File: src/rtl/pipe_cla_adder.sv
// Pipelined carry-lookahead adder/subtractor. Each pipeline stage adds one WIDTH/STAGES-bit slice.
// Latency: STAGES cycles from acceptance to out_valid. Throughput: one result per cycle.
// Backpressure: each stage advances when its successor is empty or advancing; in_ready is low in reset.
module pipe_cla_adder #(
    parameter int WIDTH  = 32,
    parameter int GROUP  = 4,
    parameter int STAGES = 2
) (
    input  logic             clk,
    input  logic             rst_n,
    input  logic             in_valid,
    output logic             in_ready,
    input  logic [WIDTH-1:0] a,
    input  logic [WIDTH-1:0] b,
    input  logic             cin,
    input  logic             sub,
    output logic             out_valid,
    input  logic             out_ready,
    output logic [WIDTH-1:0] sum,
    output logic             cout,
    output logic             overflow,
    output logic             zero
);
    localparam int SW   = WIDTH / STAGES;
    localparam int NG   = SW / GROUP;
    localparam int LAST = STAGES - 1;

    // Operands travel with the pipe; slices at or above the current stage are still unprocessed.
    typedef struct packed {
        logic [WIDTH-1:0] a;
        logic [WIDTH-1:0] b;
        logic [WIDTH-1:0] s;
        logic             c;
        logic             cmsb;
    } stg_t;

    stg_t              stg_q   [STAGES];
    stg_t              stg_d   [STAGES];
    stg_t              stg_sum [STAGES];
    stg_t              in_stg;
    logic [STAGES-1:0] vld_q;
    logic [STAGES-1:0] vld_d;
    logic [STAGES-1:0] rdy;
    logic [STAGES-1:0] ld;
    logic [STAGES:0]   vchain;
    logic              zero_q;
    logic              zero_d;

    // Carry into bit n of a group, expanded as a two-level lookahead term.
    function automatic logic la_carry(input logic [GROUP-1:0] g, input logic [GROUP-1:0] p,
                                      input logic ci, input int n);
        logic r;
        logic t;
        r = ci;
        for (int i = 0; i < n; i++) r = r & p[i];
        for (int i = 0; i < n; i++) begin
            t = g[i];
            for (int m = i + 1; m < n; m++) t = t & p[m];
            r = r | t;
        end
        return r;
    endfunction

    always_comb begin
        logic nxt_rdy;
        nxt_rdy = out_ready;
        rdy     = '0;
        for (int k = LAST; k >= 0; k--) begin
            rdy[k]  = !vld_q[k] || nxt_rdy;
            nxt_rdy = rdy[k];
        end
    end

    assign vchain = {vld_q, in_valid};

    always_comb begin
        ld    = '0;
        vld_d = vld_q;
        for (int k = 0; k < STAGES; k++) begin
            ld[k]    = rdy[k] && vchain[k];
            vld_d[k] = rdy[k] ? vchain[k] : vld_q[k];
        end
    end

    // Subtraction folds into a + ~b + 1; cin is irrelevant then.
    always_comb begin
        in_stg   = '0;
        in_stg.a = a;
        in_stg.b = sub ? ~b : b;
        in_stg.c = sub | cin;
    end

    always_comb begin
        stg_t             src;
        logic             c;
        logic [GROUP-1:0] gv;
        logic [GROUP-1:0] pv;
        logic [GROUP-1:0] xv;
        int               base;
        for (int k = 0; k < STAGES; k++) begin
            src        = (k == 0) ? in_stg : stg_q[(k == 0) ? 0 : k - 1];
            stg_sum[k] = src;
            c          = src.c;
            for (int g = 0; g < NG; g++) begin
                base = k * SW + g * GROUP;
                gv   = src.a[base +: GROUP] & src.b[base +: GROUP];
                pv   = src.a[base +: GROUP] | src.b[base +: GROUP];
                xv   = src.a[base +: GROUP] ^ src.b[base +: GROUP];
                for (int j = 0; j < GROUP; j++) begin
                    stg_sum[k].s[base + j] = xv[j] ^ la_carry(gv, pv, c, j);
                    if (base + j == WIDTH - 1) stg_sum[k].cmsb = la_carry(gv, pv, c, j);
                end
                c = la_carry(gv, pv, c, GROUP);
            end
            stg_sum[k].c = c;
        end
    end

    always_comb begin
        for (int k = 0; k < STAGES; k++) begin
            stg_d[k] = ld[k] ? stg_sum[k] : stg_q[k];
        end
        zero_d = ld[LAST] ? (stg_sum[LAST].s == '0) : zero_q;
    end

    always_ff @(posedge clk or negedge rst_n) begin
        if (!rst_n) begin
            vld_q  <= '0;
            zero_q <= 1'b0;
            for (int k = 0; k < STAGES; k++) stg_q[k] <= '0;
        end else begin
            vld_q  <= vld_d;
            zero_q <= zero_d;
            for (int k = 0; k < STAGES; k++) stg_q[k] <= stg_d[k];
        end
    end

    assign in_ready  = rst_n & rdy[0];
    assign out_valid = vld_q[LAST];
    assign sum       = stg_q[LAST].s;
    assign cout      = stg_q[LAST].c;
    assign overflow  = stg_q[LAST].cmsb ^ stg_q[LAST].c;
    assign zero      = zero_q;
endmodule

File: config.mk
export PLATFORM = sky130hd
export DESIGN_NAME = pipe_cla_adder
export DESIGN_NICKNAME = d
export VERILOG_FILES = /design/src/rtl/pipe_cla_adder.sv
export SDC_FILE = /design/constraint.sdc
export NUM_CORES = 1
export LEC_CHECK = 0
export CORE_MARGIN = 3
export CORE_UTILIZATION = 54
export DETAILED_ROUTE_END_ITERATION = 10
export GPL_TIMING_DRIVEN = 0
export HOLD_SLACK_MARGIN = 0.08
export PLACE_DENSITY = 0.82
export SYNTH_ARGS = -nofsm -noshare
export SYNTH_HDL_FRONTEND = slang
export SYNTH_SLANG_ARGS = --single-unit
File: constraint.sdc
create_clock -name clk -period 3.6 [get_ports clk]
set_input_delay 0.36 -clock clk [delete_from_list [all_inputs] [get_ports clk]]
set_output_delay 0.36 -clock clk [all_outputs]
set_load 0.01 [all_outputs]
==> out/results.tsv, run 1 <==
metric	value	unit
antenna violations before repair	0	
RePlAce Congestion	0.878	
final worst path period share	101	%
final hold violation count	0	
antenna diode count	0	
cell area after synthesis	5850	µm²
CP Launch Point	stg_q[148]$_DFFE_PN0P_	
Net Sw Power	1.40	mW
min Tclk post-route	3.64	ns
critical path class	flip-flop to flip-flop	
combinational share of power	47.9	%
Post-synth top flop	dfrtp_1	
CTS tree	yes	
drt first pass iters	4	
DRC Markers	0	
total number of vias	4323	
area post-placement	7100	µm²
CTS Root Cell	clkbuf_8	
overall die height	110	µm
Skew-Pair Late Insertion Delay	0.36	ns
Power Density	539	nW/µm²
Antenna Nets Post-Route	0	
static leakage	3.49	nW
Slew headroom	51.1	%
Synth warnings	0	
gr ovfl total	0	
Core Box Area	10400	µm²
EDFF count, synth	0	
CTS Buffer Depth	2	
Initial Util	56.2	%
Port-buffer cells	105	
Max VDD drop	0.310	mV
Int Power	2.59	mW
vias per cell	5.10	
Worst EP required	3.88	ns
initial DRC count	186	
Max Slew Vio Count	0	
Row Count	37	
crit end category	flip-flop	
Clock Power Share	16.1	%
Hold WS	0.462	ns
worst hold-check path type	input port to flip-flop	
top cell type's share of synthesized area	36.8	%
hold_sp	sub	
post-synthesis sequential area ratio	36.8	%
startpoint types	flip-flop	
fin area	7400	µm²
Layout Nets	849	
Avg WL per Cell	15.2	µm
share of cells above drive strength 1	18.1	%
Sequential Power Share	36.0	%
die area	12100	µm²
Critical Path AT	3.92	ns
ys async rst share	100	%
Setup WS pre-CTS	-0.267	ns
post-synth top area cell	dfrtp_1	
top cells by count, synth	86 x dfrtp_1, 77 x inv_1, 64 x ha_1, 44 x xor2_1, 39 x mux2_2	
post-synthesis cell type count	54	
outcome	finished, violations left	
f_max	275	MHz
final setup vio count	1	
Cells after DPL	825	
Inserted Clock Buffers	9	
top-count cell post-synth	dfrtp_1	
sw frac	35.1	%
Clock Sinks	86	
failing checks	negative setup slack	
RSZ-0062 raised after global routing	true	
Synth Instances	583	
gr usage total	22.2	%
global-route wire length before repair	20.8	mm
Layout Cells excl Fill	848	
Die W	110	µm
dpl hpwl	10.3	mm
PnR worst setup slack	-0.0353	ns
vias in the first global route	4314	
Worst Skew	0.00760	ns
Max FO, Critical Path	3	
routed wire length	12.9	mm
IO Pins	107	
Syn Area/Cell	10.0	µm²
largest net degree at the start of global routing	47	
Synth Register Bits	86	
max-cap violations	0	
Area growth syn-to-layout	26.5	%
Syn Nets	725	
Synth area leaders	dfrtp_1 37%, ha_1 14%, mux2_2 7.5%, xor2_1 6.6%, inv_1 4.9%	
H-Tree Depth	3	
Worst-path clk slew	0.09	ns
RR Startpoint	stg_q[148]$_DFFE_PN0P_	
Slew @ Worst Pin	0.734	ns
Tot Pwr	3.99	mW
==> power by group through the flow <==
stage | combinational [mW] | clock, mW | sequential, mW
3_5_place_dp | 1.85 | 0 | 1.45
4_1_cts | 1.89 | 0.647 | 1.44
3_3_place_gp | 1.79 | 0 | 1.44
6_report | 1.91 | 0.642 | 1.43
5_1_grt | 2.08 | 0.697 | 1.47
2_1_floorplan | 1.15 | 0 | 1.39
==> worst max-delay path, cell delays in order, from the launching register on <==
cell,delay [ns]
dfrtp_1,0.41
inv_2,0.10
ha_4,0.15
nor2b_4,0.04
o311a_4,0.32
o211ai_4,0.25
buf_4,0.15
buf_4,0.11
or2b_1,0.24
fa_1,0.53
nor4b_2,0.27
nand4_1,0.16
a211o_1,0.33
nor4_2,0.16
nand4b_1,0.14
o31ai_2,0.18
==> layer usage <==
metal / GRT usage (%) / share of wire, %
met1: 29.6 / 44
met2: 38.0 / 50
met3: 2.27 / 4.2
met4: 6.95 / 2.1
met5: 0 / 0
==> through the flow <==
| stage | TNS, ns | util [%] |
|---|---|---|
| 5_1_grt | -0.149 | 71.1 |
| 2_1_floorplan | 0 | - |
| 3_5_place_dp | -0.781 | 68.1 |
| 6_report | -0.0353 | 71.1 |
| 3_3_place_gp | -71.32 | 67.9 |
| 4_1_cts | 0 | 70.5 |
==> sequential cells by signal (all words and copies together), names as in the netlist <==
register	cells
cout	1
stg_q	50
sum	32
vld_q	2
zero	1
==> cells by family (layout without fill, tap and decap cells) <==
kind of cell / Yosys count / in the layout / synth area share, %
buffers and inverters: 127 / 256 / 10.2
muxes: 42 / 42 / 8.11
and+or+nand+nor: 113 / 113 / 9.93
AOI/OAI and AO/OA: 89 / 89 / 10.4
adders and majority gates: 72 / 72 / 16.4
DFF: 86 / 86 / 36.8
xor gates and xnor gates: 54 / 54 / 8.09
==> area by class of cell <==
type                       instances  area (µm²)
tap                              136         170
timing repair buffer             113        1130
multi-input combinational        370        3170
sequential                        86        2150
buffer                            50         312
clock inverter                     7        56.3
fill                             769        3010
inverter                          77         289
clock buffer                       9         124
==> worst paths after layout <==
path,to,slack (ns),depth (start not counted)
worst max-delay path,zero$_DFFE_PN0P_,-0.04,15
max in group asynchronous,stg_q[195]$_DFFE_PN0P_,2.47,3
min in group asynchronous,sum[22]$_DFFE_PN0P_,0.52,2
worst max register to register,zero$_DFFE_PN0P_,-0.04,15
worst min-delay path,stg_q[162]$_DFFE_PN0P_,0.46,4
worst min register to register,sum[25]$_DFFE_PN0P_,0.49,2
==> cell usage in the layout, fill, tap and decap left out, drive strengths merged, types with 29 or more instances in the layout <==
cell type,instances
a21oi,30
nand2,31
buf,43
clkdlybuf4s50,104
dfrtp,86
mux2,40
ha,64
inv,81
xor2,44
nor2,29
==> timing repair <==
item | 4_1_cts | 5_1_grt
hold endpoints to repair | 41 | 0
hold buffers | 1 | 0
gates resized for setup | 11 | 10
setup buffers | 2 | 4
setup endpoints to repair | 1 | 4
gates cloned | 0 | 0
pin swaps | 3 | 7
(Power assumes the default switching activity.)
==> run 2, diff against run 1 <==
CORE_UTILIZATION = 50   (was 54)
PLACE_DENSITY = 0.77   (was 0.82)
==> out/results.tsv, run 2 (synthesis results as in run 1) <==
metric	value	unit	change
f_max	283	MHz	+3.1%
Most flops, register	stg_q		
Initial Util	52.6	%	-3.6 points
DRC Markers	0		unchanged
Die W	114	µm	+3.7%
Cells after DPL	829		+0.48%
area post-placement	7100	µm²	about the same
max reg flops	50		unchanged
Layout Nets	843		-0.71%
Antenna Nets Post-Route	0		unchanged
overall die height	114	µm	+3.7%
vias in the first global route	4466		+3.5%
CTS Root Cell	clkbuf_16		
Worst Skew	0.00536	ns	-0.00223 ns
Layout Cells excl Fill	846		-0.24%
max-cap violations	0		unchanged
CTS Buffer Depth	2		unchanged
dpl hpwl	10.4	mm	+0.49%
initial DRC count	176		-5.4%
static leakage	3.52	nW	+0.68%
RSZ-0062 raised after global routing	true		
Max Slew Vio Count	0		unchanged
hold_sp	sum[30]$_DFFE_PN0P_		
final worst path period share	98.0	%	-3.0 points
final setup vio count	0		-1
vias per cell	5.11		+0.24%
worst hold-check path type	flip-flop to flip-flop		
gr usage total	21.1	%	-1.0 points
post-CTS setup buffer count	0		-2
Slew headroom	51.7	%	+0.66 points
min Tclk post-route	3.53	ns	-0.108 ns
met1 WL	5.62	mm	-0.67%
commonest cells after routing, fill and taps aside	104 x clkdlybuf4s50_1, 86 x dfrtp_1, 71 x inv_1		
Avg WL per Cell	15.6	µm	+2.7%
RePlAce Congestion	0.878		about the same
Critical Path AT	3.78	ns	-0.14 ns
startpoint types	flip-flop		
Max VDD drop	0.400	mV	+29%
critical path class	flip-flop to flip-flop		
Reg2Reg Depth	12		-3
H-Tree Depth	3		unchanged
total number of vias	4323		unchanged
Power Density	577	nW/µm²	+7.1%
met3 wire length	631	µm	+18%
final hold violation count	0		unchanged
outcome	finished clean		
largest net degree at the start of global routing	56		+19%
fin area	7480	µm²	+1.0%
R2R Setup Slk	0.07	ns	+0.11 ns
Worst EP required	3.85	ns	-0.03 ns
die area	13000	µm²	+7.6%
global-route wire length before repair	21.6	mm	+3.8%
share of cells above drive strength 1	16.7	%	-1.4 points
Worst-path clk slew	0.06	ns	-0.03 ns
cell count of the worst hold path	2		-2
Hold WS	0.482	ns	+0.0202 ns
IO Pins	107		unchanged
reg2reg end	zero$_DFFE_PN0P_		
Core Box Area	11100	µm²	+6.8%
CTS tree	yes		
Inserted Clock Buffers	9		unchanged
Hold Path End	sum[30]$_DFFE_PN0P_		
Max FO, Critical Path	4		+1
drt first pass iters	4		unchanged
gr ovfl total	0		unchanged
Skew-Pair Late Insertion Delay	0.34	ns	-0.02 ns
CP Launch Point	stg_q[184]$_DFFE_PN0P_		
crit end category	flip-flop		
uppermost layer routed	met4		
met2 routed WL	6.64	mm	+3.2%
antenna violations before repair	1		+1
Row Count	38		+2.7%
Clock Sinks	86		unchanged
commonest non-fill, non-tap cell in the layout	clkdlybuf4s50_1		
Port-buffer cells	105		unchanged
Area growth syn-to-layout	27.8	%	
RR Startpoint	stg_q[184]$_DFFE_PN0P_		
Slew @ Worst Pin	0.724	ns	-0.00984 ns
routed wire length	13.2	mm	+2.5%
[run 2: cell types whose count changed in the layout (fill, tap and decap cells not counted), moves of 2 or more]
cell	previous run	this run
buf_4	39	33
clkinvlp_4	0	2
bufinv_16	0	2
clkbuf_8	9	0
clkbuf_16	0	9
ha_2	4	1
clkinv_2	2	0
ha_1	57	61
inv_6	3	1
[run 2: how the worst max path moves through the flow]
stage                                        end  slack, ns  depth (start not counted)
final                           zero$_DFFE_PN0P_       0.07                         12
after global routing            zero$_DFFE_PN0P_      -0.07                         14
after CTS                       zero$_DFFE_PN0P_       0.05                         14
after detailed placement  stg_q[113]$_DFFE_PN0P_      -0.26                         13
after global placement                  in_ready      -1.33                          3
after floorplan                 zero$_DFFE_PN0P_       0.28                         14
[run 2: metal layers]
| layer | track usage [%] | vias to the layer above |
|---|---|---|
| met2 | 35.8 | 107 |
| met4 | 8.63 | 0 |
| met5 | 0 | - |
| met1 | 27.0 | 2067 |
| met3 | 3.38 | 27 |
| li1 | - | 2122 |
[run 2: area by class of cell]
cell class | instances | area, µm²
Fill cell | 883 | 3650
Multi-Input combinational cell | 370 | 3150
Sequential cell | 86 | 2150
Timing Repair Buffer | 107 | 1090
Buffer | 50 | 312
Inverter | 77 | 289
Clock buffer | 10 | 229
Tap cell | 140 | 175
Clock inverter | 5 | 83.8
Antenna cell | 1 | 2.50
[run 2: timing repair]
action	CTS	global route
endpoints found under the hold margin	32	0
gates resized for setup	5	12
endpoints found under the setup margin	1	4
hold buffers	1	0
pin swaps	2	0
[run 2: power by group]
group	total (mW)	switching [mW]	internal, mW
logic	1.88	0.823	1.06
registers	1.44	0.195	1.25
clock network	0.989	0.382	0.606
total	4.31	1.40	2.91
[run 2: critical path: stages (launching register included)]
cell and delay (ns):
dfrtp_1 0.43, ha_1 0.23, or3_4 0.38, o211ai_4 0.25, a21oi_2 0.11, or3_4 0.38, fa_1 0.48, nor4b_2 0.25
nand4_1 0.17, a211o_1 0.28, nor4_2 0.13, nand4b_1 0.14, o31ai_2 0.19
[run 2: per-stage QoR]
stage	power, mW	setup WS, ns	utilization (%)	setup TNS, ns
6_report	4.31	0.0726	67.2	0
2_1_floorplan	2.55	0.278	-	0
3_5_place_dp	3.30	-0.264	63.8	-0.822
5_1_grt	4.57	-0.0703	67.2	-0.0703
3_3_place_gp	3.23	-1.33	63.6	-75.73
4_1_cts	4.32	0.0457	66.9	0
